### src/rtl/usb_rx_pkg.sv
// Shared types and constants for the HS receive decoder (usb_rx_decoder).
package usb_rx_pkg;

    typedef enum logic [1:0] {
        ST_HUNT  = 2'd0,
        ST_DATA  = 2'd1,
        ST_DRAIN = 2'd2
    } rx_state_e;

    typedef enum logic [1:0] {
        ERR_NONE     = 2'd0,
        ERR_STUFF    = 2'd1,
        ERR_OVERFLOW = 2'd2,
        ERR_EMPTY    = 2'd3
    } rx_err_e;

    localparam logic [15:0] CRC16_POLY     = 16'h8005;
    localparam logic [15:0] CRC16_INIT     = 16'hFFFF;
    localparam logic [15:0] CRC16_RESIDUAL = 16'h800D;

    localparam logic        NRZI_IDLE_LEVEL = 1'b1;
    localparam int unsigned STUFF_RUN_LEN   = 6;

endpackage

### src/rtl/usb_crc16.sv
// Serial CRC16 LFSR (LSB-first data, MSB-side feedback) with clear and bit-enable.
module usb_crc16
    import usb_rx_pkg::*;
(
    input  logic        i_clk,
    input  logic        i_rst_n,
    input  logic        i_clear,
    input  logic        i_en,
    input  logic        i_bit,
    output logic [15:0] o_crc
);

    logic [15:0] r_crc;
    logic        w_fb;

    assign w_fb  = r_crc[15] ^ i_bit;
    assign o_crc = r_crc;

    always_ff @(posedge i_clk) begin
        if (!i_rst_n) begin
            r_crc <= CRC16_INIT;
        end else if (i_clear) begin
            r_crc <= CRC16_INIT;
        end else if (i_en) begin
            r_crc <= {r_crc[14:0], 1'b0} ^ (w_fb ? CRC16_POLY : 16'h0000);
        end
    end

endmodule

### src/rtl/usb_rx_decoder.sv
// HS receive decoder: NRZI decode, SYNC hunt, unstuffing, LSB-first byte assembly, EOP/error detection.
// Optional CRC16 check of the post-PID bytes is enabled by defining USB_RX_CRC16_EN.
module usb_rx_decoder
    import usb_rx_pkg::*;
#(
    parameter int unsigned SYNC_MIN_ZEROS = 12,
    parameter int unsigned MAX_PKT_BYTES  = 1027
)(
    input  logic       clock_480,
    input  logic       reset_n,
    input  logic       data_in,
    input  logic       data_valid,
    output logic [7:0] rx_byte,
    output logic       rx_byte_valid,
    output logic       rx_active,
    output logic       rx_eop,
    output logic       rx_error,
    output logic [1:0] rx_err_code
`ifdef USB_RX_CRC16_EN
    ,
    output logic       crc_ok
`endif
);

    localparam int unsigned ZW = $clog2(SYNC_MIN_ZEROS + 1);
    localparam int unsigned BW = $clog2(MAX_PKT_BYTES + 1);

    rx_state_e     r_state;
    logic          r_prev_level;
    logic [ZW-1:0] r_zero_cnt;
    logic [2:0]    r_ones_cnt;
    logic [2:0]    r_bit_cnt;
    logic [BW-1:0] r_byte_cnt;
    logic [7:0]    r_shift;
    logic [7:0]    r_rx_byte;
    logic          r_rx_byte_valid;
    logic          r_rx_active;
    logic          r_rx_eop;
    logic          r_rx_error;
    rx_err_e       r_rx_err_code;

    logic          w_bit;
    logic          w_sync_done;
    logic          w_stuff_slot;
    logic          w_byte_done;
    logic [7:0]    w_byte_next;

    assign w_bit        = ~(data_in ^ r_prev_level);
    assign w_sync_done  = (r_state == ST_HUNT) && w_bit && (r_zero_cnt >= ZW'(SYNC_MIN_ZEROS));
    assign w_stuff_slot = (r_ones_cnt == 3'(STUFF_RUN_LEN));
    assign w_byte_done  = (r_bit_cnt == 3'd7);
    assign w_byte_next  = {w_bit, r_shift[7:1]};

    assign rx_byte       = r_rx_byte;
    assign rx_byte_valid = r_rx_byte_valid;
    assign rx_active     = r_rx_active;
    assign rx_eop        = r_rx_eop;
    assign rx_error      = r_rx_error;
    assign rx_err_code   = r_rx_err_code;

    // Receive FSM; every counter advances only on qualified bits
    always_ff @(posedge clock_480) begin
        if (!reset_n) begin
            r_state         <= ST_HUNT;
            r_prev_level    <= NRZI_IDLE_LEVEL;
            r_zero_cnt      <= '0;
            r_ones_cnt      <= '0;
            r_bit_cnt       <= '0;
            r_byte_cnt      <= '0;
            r_shift         <= '0;
            r_rx_byte       <= '0;
            r_rx_byte_valid <= 1'b0;
            r_rx_active     <= 1'b0;
            r_rx_eop        <= 1'b0;
            r_rx_error      <= 1'b0;
            r_rx_err_code   <= ERR_NONE;
        end else begin
            r_rx_byte_valid <= 1'b0;
            r_rx_eop        <= 1'b0;
            r_rx_error      <= 1'b0;
            // rx_active covers the terminating strobe cycle, then drops
            if (r_rx_eop || r_rx_error) begin
                r_rx_active <= 1'b0;
            end
            if (data_valid) begin
                r_prev_level <= data_in;
                unique case (r_state)
                    ST_HUNT: begin
                        if (w_sync_done) begin
                            r_state     <= ST_DATA;
                            r_zero_cnt  <= '0;
                            r_ones_cnt  <= '0;
                            r_bit_cnt   <= '0;
                            r_byte_cnt  <= '0;
                            r_rx_active <= 1'b1;
                        end else if (!w_bit) begin
                            if (r_zero_cnt < ZW'(SYNC_MIN_ZEROS)) begin
                                r_zero_cnt <= r_zero_cnt + ZW'(1);
                            end
                        end else begin
                            r_zero_cnt <= '0;
                        end
                    end
                    ST_DATA: begin
                        if (w_stuff_slot) begin
                            r_ones_cnt <= '0;
                            if (w_bit) begin
                                r_state <= ST_HUNT;
                                if (r_byte_cnt != '0) begin
                                    r_rx_eop <= 1'b1;
                                end else begin
                                    r_rx_error    <= 1'b1;
                                    r_rx_err_code <= ERR_EMPTY;
                                end
                            end
                        end else begin
                            r_ones_cnt <= w_bit ? (r_ones_cnt + 3'd1) : 3'd0;
                            r_shift    <= w_byte_next;
                            r_bit_cnt  <= r_bit_cnt + 3'd1;
                            if (w_byte_done) begin
                                if (r_byte_cnt == BW'(MAX_PKT_BYTES)) begin
                                    r_state       <= ST_DRAIN;
                                    r_rx_error    <= 1'b1;
                                    r_rx_err_code <= ERR_OVERFLOW;
                                end else begin
                                    r_rx_byte       <= w_byte_next;
                                    r_rx_byte_valid <= 1'b1;
                                    r_byte_cnt      <= r_byte_cnt + BW'(1);
                                end
                            end
                        end
                    end
                    ST_DRAIN: begin
                        if (!w_bit) begin
                            r_ones_cnt <= '0;
                        end else if (w_stuff_slot) begin
                            r_ones_cnt <= '0;
                            r_state    <= ST_HUNT;
                        end else begin
                            r_ones_cnt <= r_ones_cnt + 3'd1;
                        end
                    end
                    default: r_state <= ST_HUNT;
                endcase
            end
        end
    end

`ifdef USB_RX_CRC16_EN
    logic [15:0] w_crc;
    logic [15:0] w_crc_res;
    logic        w_crc_en;
    logic        w_eop_hit;
    logic [15:0] r_crc_snap;
    logic        r_snap_pend;
    logic        r_crc_ok;

    assign w_crc_en  = data_valid && (r_state == ST_DATA) && !w_stuff_slot && (r_byte_cnt != '0);
    assign w_eop_hit = data_valid && (r_state == ST_DATA) && w_stuff_slot && w_bit && (r_byte_cnt != '0);
    // Residual must exclude the discarded EOP bits, so compare against the last byte-aligned value
    assign w_crc_res = r_snap_pend ? w_crc : r_crc_snap;
    assign crc_ok    = r_crc_ok;

    usb_crc16 u_crc16 (
        .i_clk   (clock_480),
        .i_rst_n (reset_n),
        .i_clear (data_valid && w_sync_done),
        .i_en    (w_crc_en),
        .i_bit   (w_bit),
        .o_crc   (w_crc)
    );

    always_ff @(posedge clock_480) begin
        if (!reset_n) begin
            r_crc_snap  <= CRC16_INIT;
            r_snap_pend <= 1'b0;
            r_crc_ok    <= 1'b0;
        end else begin
            r_crc_ok    <= 1'b0;
            r_snap_pend <= w_crc_en && w_byte_done;
            if (r_snap_pend) begin
                r_crc_snap <= w_crc;
            end
            if (data_valid && w_sync_done) begin
                r_crc_snap <= CRC16_INIT;
            end
            if (w_eop_hit) begin
                r_crc_ok <= (w_crc_res == CRC16_RESIDUAL) && (r_byte_cnt >= BW'(3));
            end
        end
    end
`endif

endmodule

### config.mk
export PLATFORM = sky130hd
export DESIGN_NAME = usb_rx_decoder
export DESIGN_NICKNAME = d
export VERILOG_FILES = /design/src/rtl/usb_rx_pkg.sv /design/src/rtl/usb_crc16.sv /design/src/rtl/usb_rx_decoder.sv
export SDC_FILE = /design/constraint.sdc
export NUM_CORES = 1
export LEC_CHECK = 0
export BUFFER_PORTS_ARGS = -buffer_cell sky130_fd_sc_hd__buf_2
export CORE_MARGIN = 5
export CORE_UTILIZATION = 55
export CTS_CLUSTER_DIAMETER = 150
export DETAILED_ROUTE_END_ITERATION = 6
export PLACE_DENSITY = 0.86
export SETUP_SLACK_MARGIN = 0.2
export SKIP_LAST_GASP = 1
export SLEW_MARGIN = 25
export SYNTH_ARGS = -nofsm -noshare
export SYNTH_HDL_FRONTEND = slang
export SYNTH_SLANG_ARGS = --single-unit
### constraint.sdc
create_clock -name clock_480 -period 4.4 [get_ports clock_480]
set_input_delay 0.66 -clock clock_480 [delete_from_list [all_inputs] [get_ports clock_480]]
set_output_delay 0.66 -clock clock_480 [all_outputs]
set_load 0.02 [all_outputs]
==> results by group, run 1 <==
Status
  • Status: finished, final reports clean

Timing
  • Worst-Margin Slew: 885 ps
  • Period utilization: 50.9%
  • RSZ-0062 raised after global routing: no
  • Final Max Tran Viols: 0
  • Hold Worst Slack: 453 ps
  • Final min period: 2240 ps
  • Setup TNS: 0 ps
  • Final worst slack: 2160 ps
  • Slew HR: 40.9%
  • Hold Fails Final Rpt: 0
  • Clock Skew: 8.31 ps
  • Fmax: 446 MHz
  • Final Setup Violations: 0

Floorplan
  • Total core area: 3940 um2
  • Initial Util: 55.9%
  • I/O pin total: 18
  • Die width: 73.3 um
  • Die Span Y: 73.3 um
  • Full die area: 5370 um2
  • Rows: 23

Synthesis
  • Mapped Cells: 265
  • Post-synth ARST share: 0%
  • Synth unique cells: 48
  • Flops & latches, synth: 45
  • Syn Area/Cell: 8.31 um2
  • Post-synthesis cell area: 2200 um2
  • Most common flop cell mapped by yosys: dfxtp_1
  • Post-Syn Nets: 280
  • YS warnings: 0
  • Post-synth EDFFs: 0
  • Post-synthesis sequential area ratio: 40.9%

Clock network
  • Setup bufs post-CTS: 0
  • Clock latency on the worst-skew pair: 290 ps
  • CTS buffer count: 5
  • Clock slew seen by the registers of the worst setup and hold paths: 80 ps
  • Hold_buf cts: 0
  • CTS resizes: 0
  • Clk sink count: 45
  • CTS tree: yes
  • H-tree depth: 2
  • Clock root cell: clkbuf_8
  • Clock buffer depth: 2

Global route
  • First-pass GRT wire length: 7780 um
  • Largest net degree at the start of global routing: 36
  • Met2 GRT Util: 28.5%
  • Vias in the first global route: 1751
  • Initial antenna violation count: 0
  • M1 GR Usage: 24.4%
  • Gr busiest metal: met2
  • Met3 usage: 5.20%
  • GR Overflow Total: 0
  • Total GRT Usage: 18.4%

Setup path
  • Crit path launch type: primary input
  • Critical path fanouts, max: 35
  • CP required: 4610 ps
  • WS Path Type: in -> reg
  • Endpoint class of the critical path: flip-flop
  • Arr. time, crit path: 2450 ps

Final layout
  • Commonest non-fill, non-tap cell in the layout: dfxtp_1
  • Layout cells sized above 1: 13.2%
  • Layout Nets: 288
  • Filler cell count: 343
  • Most frequent cells in the layout: 45 x dfxtp_1, 37 x nand2_1, 22 x nor2_1
  • Ant diodes: 0
  • Area growth syn-to-layout: 8.58%

Placement
  • Gpl congestion: 0.872
  • Port Buffers: 17
  • Setup WS pre-CTS: 1870 ps
  • Hpwl dp: 3200 um

Detailed routing
  • Routed wire length per instance: 14.2 um
  • DRT antenna net count: 0
  • Vias: 1914
  • Initial DRC count: 125
  • Total wire length: 4590 um
  • Vias per cell: 5.93
  • DRC: 0
  • DRT Pass-1 Iters: 4

Power
  • Leakage: 0.884 nW
  • Int Power: 0.000580 W
  • Sequential Power Share: 55.9%
  • Peak VDD IR: 197 uV
  • Switching part of the total: 21.0%
  • Clock power share: 40.8%
  • Switching Power: 0.000154 W
  • PD cells: 307 nW/um2
  • Total power: 0.000734 W
  • Logic pwr share: 3.3%

Min path
  • Type of the tightest min-delay check: reg -> reg

Run
  • Max-Cap Viols: 0
## logic make-up after synthesis
group / share of synthesized area, %
DFF: 40.9
AOI/OAI and AO/OA: 17.3
and+or+nand+nor: 25.7
buffers and inverters: 4.49
xor gates and xnor gates: 1.14
adders and majority gates: 6.25
muxes: 4.15
## worst max-delay path, cell delays in order
cell,delay (ps)
buf_2,460
inv_1,570
or4_1,640
o32ai_1,100
## path summary, 6_finish.rpt
path | from | end | slack (ps) | depth (start not counted)
max | reset_n | r_byte_cnt[10] | 2160 | 4
min | rx_byte[2] | rx_byte[2] | 450 | 2
max reg2reg | r_state[0] | r_byte_cnt[1] | 2170 | 5
min reg2reg | rx_byte[2] | rx_byte[2] | 450 | 2
## layout make-up
cell class              count  area [um2]  share of cell area [%]
multi-input cells         195        1200                    50.4
clock inverters             2        35.0                    1.47
clock buffers               5        68.8                    2.88
inverters                   9        33.8                    1.41
repair buffers             17        85.1                    3.56
flip-flops and latches     45         901                    37.7
well taps                  50        62.6                    2.62
## power groups by stage
stage,Clock [W],Combinational [W],Sequential [W]
CTS,0.000302,0.0000239,0.000410
detailed placement,0,0.0000239,0.000420
floorplan,0,0.0000190,0.000419
global placement,0,0.0000233,0.000420
global route,0.000319,0.0000264,0.000410
finish,0.000299,0.0000243,0.000410
## sequential cells by signal, indices dropped and copies added, names as in the netlist
register / cells
rx_error: 1
r_zero_cnt: 4
rx_byte_valid: 1
r_shift: 7
r_bit_cnt: 3
r_prev_level: 1
rx_active: 1
rx_byte: 8
rx_eop: 1
r_byte_cnt: 11
r_ones_cnt: 3
rx_err_code: 2
r_state: 2
## Yosys cell counts (2+ instances only)
cell type | instances | area share [%]
or3_1 | 5 | 1.4
o22ai_1 | 2 | 0.57
or4_4 | 2 | 1.0
or4_1 | 2 | 0.68
nand3_1 | 19 | 4.3
o32ai_1 | 3 | 1.2
clkbuf_1 | 11 | 1.9
and3_1 | 4 | 1.1
nand4_1 | 5 | 1.4
a31oi_1 | 3 | 0.85
nand2_1 | 37 | 6.3
or2_2 | 2 | 0.57
and2_1 | 2 | 0.57
and4_1 | 2 | 0.80
nor3_1 | 7 | 1.6
mux2i_1 | 8 | 3.6
o21ai_1 | 9 | 2.0
dfxtp_1 | 45 | 41
nor2_1 | 23 | 3.9
o21ai_0 | 11 | 2.5
a21oi_1 | 14 | 3.2
ha_1 | 11 | 6.2
a41oi_2 | 2 | 1.5
buf_2 | 3 | 0.68
inv_1 | 9 | 1.5
o21a_1 | 2 | 0.68
## per-layer routing
metal	wire (um)	share of wire, %
met4	61	1.3
met2	2110	46
met3	316	6.9
met1	2110	46
met5	0	0
## metrics by stage
| stage | util [%] | std cells | cell area (um2) |
|---|---|---|---|
| 2_1_floorplan | - | 265 | 2200 |
| 5_1_grt | 60.6 | 323 | 2390 |
| 3_5_place_dp | 57.9 | 316 | 2280 |
| 4_1_cts | 60.6 | 323 | 2390 |
| 6_report | 60.6 | 323 | 2390 |
| 3_3_place_gp | 57.9 | 316 | 2280 |
(Power assumes the default switching activity.)
==> run 2, diff against run 1 <==
==> constraint.sdc (replaced) <==
create_clock -name clock_480 -period 2.2 [get_ports clock_480]
set_input_delay 0.33 -clock clock_480 [delete_from_list [all_inputs] [get_ports clock_480]]
set_output_delay 0.33 -clock clock_480 [all_outputs]
set_load 0.02 [all_outputs]
==> run 2 against run 1 <==
  * Combinational power up 140%
  * Clock skew fell by 1.8 ps
  * Worst hold slack lost 130 ps
  * Critical path type is now reg -> reg
  * Setup slack got worse by 1900 ps
  * Count of clock-buffer cells in the layout increased by 2
  * Global-route usage up 0.72 points
  * Core utilization rose by 2.4 points
  * Largest power group unchanged
==> results by group, run 2 (synthesized netlist as in run 1, its figures left out) <==
Placement
  • Placed Cells: 323 (+2.2%)
  • Gpl congestion: 0.886 (+1.5%)
  • Hpwl dp: 3290 um (+2.7%)
  • Port Buffers: 17 (unchanged)

Timing
  • Worst-Margin Slew: 445 ps (-440 ps)
  • Final Setup Violations: 0 (unchanged)
  • Fmax: 514 MHz
  • Slew HR: 70.3% (+29 points)
  • Clock Skew: 6.54 ps (-1.77 ps)
  • Hold Fails Final Rpt: 0 (unchanged)
  • Final min period: 1950 ps
  • RSZ-0062 raised after global routing: yes
  • Setup TNS: 0 ps (unchanged)
  • Period utilization: 88.5%
  • Final Max Tran Viols: 0 (unchanged)

Detailed routing
  • Initial DRC count: 148 (+18%)
  • DRT Pass-1 Iters: 4 (unchanged)
  • Vias per cell: 5.78 (-2.4%)
  • Routed wire length per instance: 14.6 um (+2.8%)
  • Vias: 1925 (+0.57%)
  • DRC: 0 (unchanged)
  • DRT antenna net count: 0 (unchanged)
  • Total wire length: 4870 um (+6.0%)

Global route
  • Largest net degree at the start of global routing: 35 (-2.8%)
  • Initial antenna violation count: 0 (unchanged)
  • First-pass GRT wire length: 8050 um (+3.5%)
  • Vias in the first global route: 1797 (+2.6%)
  • GR Overflow Total: 0 (unchanged)
  • Total GRT Usage: 19.2% (+0.72 points)

Final layout
  • Max reg flops: 11 (unchanged)
  • Commonest non-fill, non-tap cell in the layout: dfxtp_1
  • Most frequent cells in the layout: 43 x dfxtp_1, 37 x nand2_1, 21 x nor2_1
  • Layout Nets: 297 (+3.1%)
  • Area growth syn-to-layout: 13.0%
  • Fin cells: 333 (+3.1%)
  • Ant diodes: 0 (unchanged)
  • Largest Register: r_byte_cnt
  • Layout cells sized above 1: 17.7% (+4.5 points)

Clock network
  • CTS buffer count: 5 (unchanged)
  • Clock root cell: clkbuf_8
  • Clock buffer depth: 2 (unchanged)
  • CTS tree: yes
  • Clock latency on the worst-skew pair: 300 ps (about the same)
  • Hold_buf cts: 0 (unchanged)
  • Clk sink count: 45 (unchanged)
  • Clock slew seen by the registers of the worst setup and hold paths: 90 ps (about the same)
  • H-tree depth: 2 (unchanged)

Setup path
  • Buffers & Inverters on Critical Path: 0 (-2)
  • Crit path launch type: flip-flop
  • Max incr delay on CP: 590 ps (-50 ps)
  • CP required: 2440 ps (-2170 ps)
  • Crit path max-delay family: simple AND/OR/NAND/NOR gates
  • CP dominant cell by count: nor3_1
  • CP max stage cell: or4_4
  • Arr. time, crit path: 2190 ps (-260 ps)
  • WS Path Type: reg -> reg
  • Endpoint class of the critical path: flip-flop
  • Critical path fanouts, max: 8 (-77%)
  • Worst path cell trace: or4_4 -> or3_1 -> nor3_1 -> nor3_1 -> nor2_1

Floorplan
  • Rows: 23 (unchanged)
  • Die width: 73.3 um (unchanged)
  • Total core area: 3940 um2 (unchanged)
  • Full die area: 5370 um2 (unchanged)
  • Initial Util: 55.9% (unchanged)
  • Die Span Y: 73.3 um (unchanged)
  • I/O pin total: 18 (unchanged)

Power
  • PD cells: 618 nW/um2 (+100%)
  • Leakage: 0.935 nW (+5.7%)
  • Peak VDD IR: 535 uV (+170%)

Min path
  • Type of the tightest min-delay check: in -> reg

Status
  • Status: finished, final reports clean

Run
  • Max-Cap Viols: 0 (unchanged)
[run 2: final timing paths]
check | startpoint | end | slack [ps] | cells past startpoint
worst max-delay path | r_byte_cnt[5] | rx_err_code[1] | 250 | 5
worst min-delay path | data_in | r_prev_level | 320 | 3
worst max register to register | r_byte_cnt[5] | rx_err_code[1] | 250 | 5
worst min register to register | rx_byte[3] | rx_byte[3] | 460 | 2
[run 2: per-stage QoR]
step	worst slack, ps	util (%)	total power, W	area [um2]	hold WS, ps
4_1_cts	205	62.3	0.00153	2460	320
3_5_place_dp	159	59.3	0.000898	2340	436
5_1_grt	187	63.1	0.00158	2490	366
6_report	253	63.1	0.00154	2490	319
2_1_floorplan	390	-	0.000877	2200	436
3_3_place_gp	225	59.3	0.000896	2340	433
[run 2: what timing repair did]
action	CTS	global route
endpoints found under the setup margin	11	11
pin swaps	0	1
resized for setup	2	7
setup buffers	0	2
[run 2: final cells by class]
cell class	instances	area [um2]
flip-flops and latches	45	903
repair buffers	26	153
fillers	330	1460
clock buffers	7	86.3
inverters	9	33.8
clock inverters	1	30.0
multi-input cells	195	1220
well taps	50	62.6
[run 2: worst register-to-register path, delay by kind of cell, from the launching register on]
family	cells	cell delay [ps]
AND/OR/NAND/NOR	5	1500
flip-flops	1	380
[run 2: report_power, final]
part / internal, W / switching (W)
logic: 0.0000206 / 0.0000386
registers: 0.000817 / 0.00000352
clock network: 0.000371 / 0.000286
total: 0.00121 / 0.000328
[run 2: layer usage]
| metal | vias to the layer above | wire [um] | global-route usage [%] | part of all wire (%) |
|---|---|---|---|---|
| met5 | - | 0 | 0 | 0 |
| met4 | 0 | 85 | 8.61 | 1.7 |
| met3 | 10 | 333 | 4.51 | 6.8 |
| met2 | 60 | 2210 | 29.4 | 45 |
| met1 | 884 | 2240 | 25.5 | 46 |
| li1 | 971 | - | - | - |
==> run 3, diff against run 2 <==
==> constraint.sdc (replaced) <==
create_clock -name clock_480 -period 1.9 [get_ports clock_480]
set_input_delay 0.285 -clock clock_480 [delete_from_list [all_inputs] [get_ports clock_480]]
set_output_delay 0.285 -clock clock_480 [all_outputs]
set_load 0.02 [all_outputs]
==> run 3 against run 2 <==
  * Non-clock buffer count grew 25
  * Combinational power grew 21%
  * Highest routed layer unchanged
  * Via count grew 12%
  * Sequential share of layout area shrank 4.0 points
  * Largest cell class unchanged
  * Maximum frequency grew 8.8%
  * Power grew 13%
  * Count of clock-buffer cells in the layout shrank 2
==> results by group, run 3 (synthesized netlist as in run 1, its figures left out) <==
Clock network
  • H-tree depth: 2 (unchanged)
  • CTS buffer count: 5 (unchanged)
  • Clock root cell: clkbuf_8
  • Clock slew seen by the registers of the worst setup and hold paths: 80 ps (about the same)
  • CTS tree: yes
  • Clock buffer depth: 2 (unchanged)
  • Clock latency on the worst-skew pair: 300 ps (about the same)
  • Clk sink count: 45 (unchanged)

Floorplan
  • Die width: 73.3 um (unchanged)
  • Rows: 23 (unchanged)
  • Initial Util: 55.9% (unchanged)
  • Die Span Y: 73.3 um (unchanged)
  • Total core area: 3940 um2 (unchanged)
  • I/O pin total: 18 (unchanged)
  • Full die area: 5370 um2 (unchanged)

Setup path
  • Worst path cell trace: or4_4 -> nor2_4 -> a41oi_2 -> or3_1 -> a21oi_2
  • CP required: 2140 ps (-300 ps)
  • Max incr delay on CP: 580 ps (about the same)
  • WS Path Type: reg -> reg
  • CP max stage cell: or4_4
  • Endpoint class of the critical path: flip-flop
  • Critical path fanouts, max: 3 (-5)
  • R2r worst-path depth: 5 (unchanged)
  • R2R Path End: r_state[1]
  • Arr. time, crit path: 2030 ps (-160 ps)
  • Reg-to-Reg Start: r_byte_cnt[2]
  • Reg2reg setup slack: 110 ps (-140 ps)
  • Crit path launch type: flip-flop

Global route
  • Largest net degree at the start of global routing: 19 (-46%)
  • Vias in the first global route: 2005 (+12%)
  • First-pass GRT wire length: 9190 um (+14%)
  • Initial antenna violation count: 0 (unchanged)
  • GR Overflow Total: 0 (unchanged)
  • Total GRT Usage: 21.7% (+2.6 points)

Timing
  • RSZ-0062 raised after global routing: yes
  • Slew HR: 66.8% (-3.5 points)
  • Final Setup Violations: 0 (unchanged)
  • Setup TNS: 0 ps (unchanged)
  • Fmax: 559 MHz (+8.8%)
  • Period utilization: 94.2% (+5.7 points)
  • Worst-Margin Slew: 498 ps (+52.7 ps)
  • Hold Fails Final Rpt: 0 (unchanged)
  • Final min period: 1790 ps (-158 ps)
  • Final Max Tran Viols: 0 (unchanged)
  • Clock Skew: 5.80 ps (-0.741 ps)

Detailed routing
  • Vias per cell: 6.02 (+4.1%)
  • Vias: 2155 (+12%)
  • Routed wire length per instance: 17.2 um (+18%)
  • Total wire length: 6160 um (+27%)
  • DRT antenna net count: 0 (unchanged)
  • DRT Pass-1 Iters: 5 (+1)
  • Initial DRC count: 116 (-22%)
  • DRC: 0 (unchanged)

Min path
  • Worst Hold End: r_prev_level
  • Hold Crit Start: data_in
  • Type of the tightest min-delay check: in -> reg
  • WHS Path Cells: 3 (unchanged)

Placement
  • Hpwl dp: 3470 um (+5.5%)
  • Port Buffers: 17 (unchanged)
  • Placed Cells: 334 (+3.4%)
  • Gpl congestion: 0.906 (+2.3%)

Power
  • Switching Power: 0.000380 W (+16%)
  • Switching part of the total: 21.9% (+0.56 points)
  • Clock power share: 41.1% (-1.7 points)
  • Leakage: 1.11 nW (+19%)
  • PD cells: 613 nW/um2 (-0.75%)
  • Peak VDD IR: 585 uV (+9.2%)
  • Int Power: 0.00135 W (+12%)
  • Logic pwr share: 4.2% (+0.3 points)
  • Sequential Power Share: 54.8% (+1.4 points)

Final layout
  • Layout cells sized above 1: 35.1% (+17 points)
  • Commonest non-fill, non-tap cell in the layout: dfxtp_1
  • Largest Register: r_byte_cnt
  • Fin cells: 358 (+7.5%)
  • Most frequent cells in the layout: 38 x dfxtp_1, 36 x nand2_1, 33 x buf_4
  • Max reg flops: 11 (unchanged)
  • Area growth syn-to-layout: 28.2%
  • Post-layout util: 71.6% (+8.5 points)
  • Ant diodes: 0 (unchanged)
  • Layout Nets: 323 (+8.8%)

Status
  • Status: finished, final reports clean

Run
  • Max-Cap Viols: 0 (unchanged)
[run 3: critical path, delay by kind of cell (launching register included)]
kind	cells	cell delay, ps
simple gates	3	1110
compound gates	2	270
flops	1	340
[run 3: worst max-delay path by stage]
stage / start / end / slack, ps / cells past startpoint
final: r_byte_cnt[2] / r_state[1] / 110 / 5
after floorplan: r_bit_cnt[0] / r_byte_cnt[10] / 200 / 7
after global routing: r_byte_cnt[2] / r_state[1] / 40 / 5
after detailed placement: r_byte_cnt[4] / rx_err_code[1] / 90 / 5
after global placement: r_ones_cnt[0] / r_byte_cnt[0] / 110 / 7
after CTS: r_byte_cnt[2] / r_state[1] / 160 / 5
[run 3: timing repair]
action                                  CTS  global route
resized for setup                        18            30
pin swaps                                 9            16
cloned                                    0             1
hold endpoints to repair                  0             0
endpoints found under the setup margin   25            30
setup buffers                            10             6
hold buffers                              0             0
[run 3: power groups by stage]
stage,Clock (W),Combinational [W],Sequential (W)
finish,0.000710,0.0000719,0.000948
global route,0.000742,0.0000780,0.000949
CTS,0.000700,0.0000689,0.000949
detailed placement,0,0.0000677,0.000972
global placement,0,0.0000661,0.000972
floorplan,0,0.0000439,0.000971
[run 3: cell type report]
type	instances	area [um2]
clock buffer	5	68.8
clock inverter	2	35.0
fill	272	1120
inverter	9	36.3
multi-input combinational	196	1360
sequential	45	912
tap	50	62.6
timing repair buffer	51	344
[run 3: per-stage QoR]
step	setup slack [ps]	power (W)	instance area (um2)	hold slack (ps)
floorplan	197	0.00102	2220	413
global placement	113	0.00104	2430	435
detailed placement	93.9	0.00104	2430	439
CTS	159	0.00172	2670	281
global route	38.9	0.00177	2820	314
finish	111	0.00173	2820	272
[run 3: routing by layer]
layer	vias to the layer above	part of all wire [%]	track usage (%)
li1	1024	-	-
met2	75	52	36.8
met5	-	0	0
met4	0	2.4	6.35
met3	17	5.9	3.83
met1	1039	40	28.2
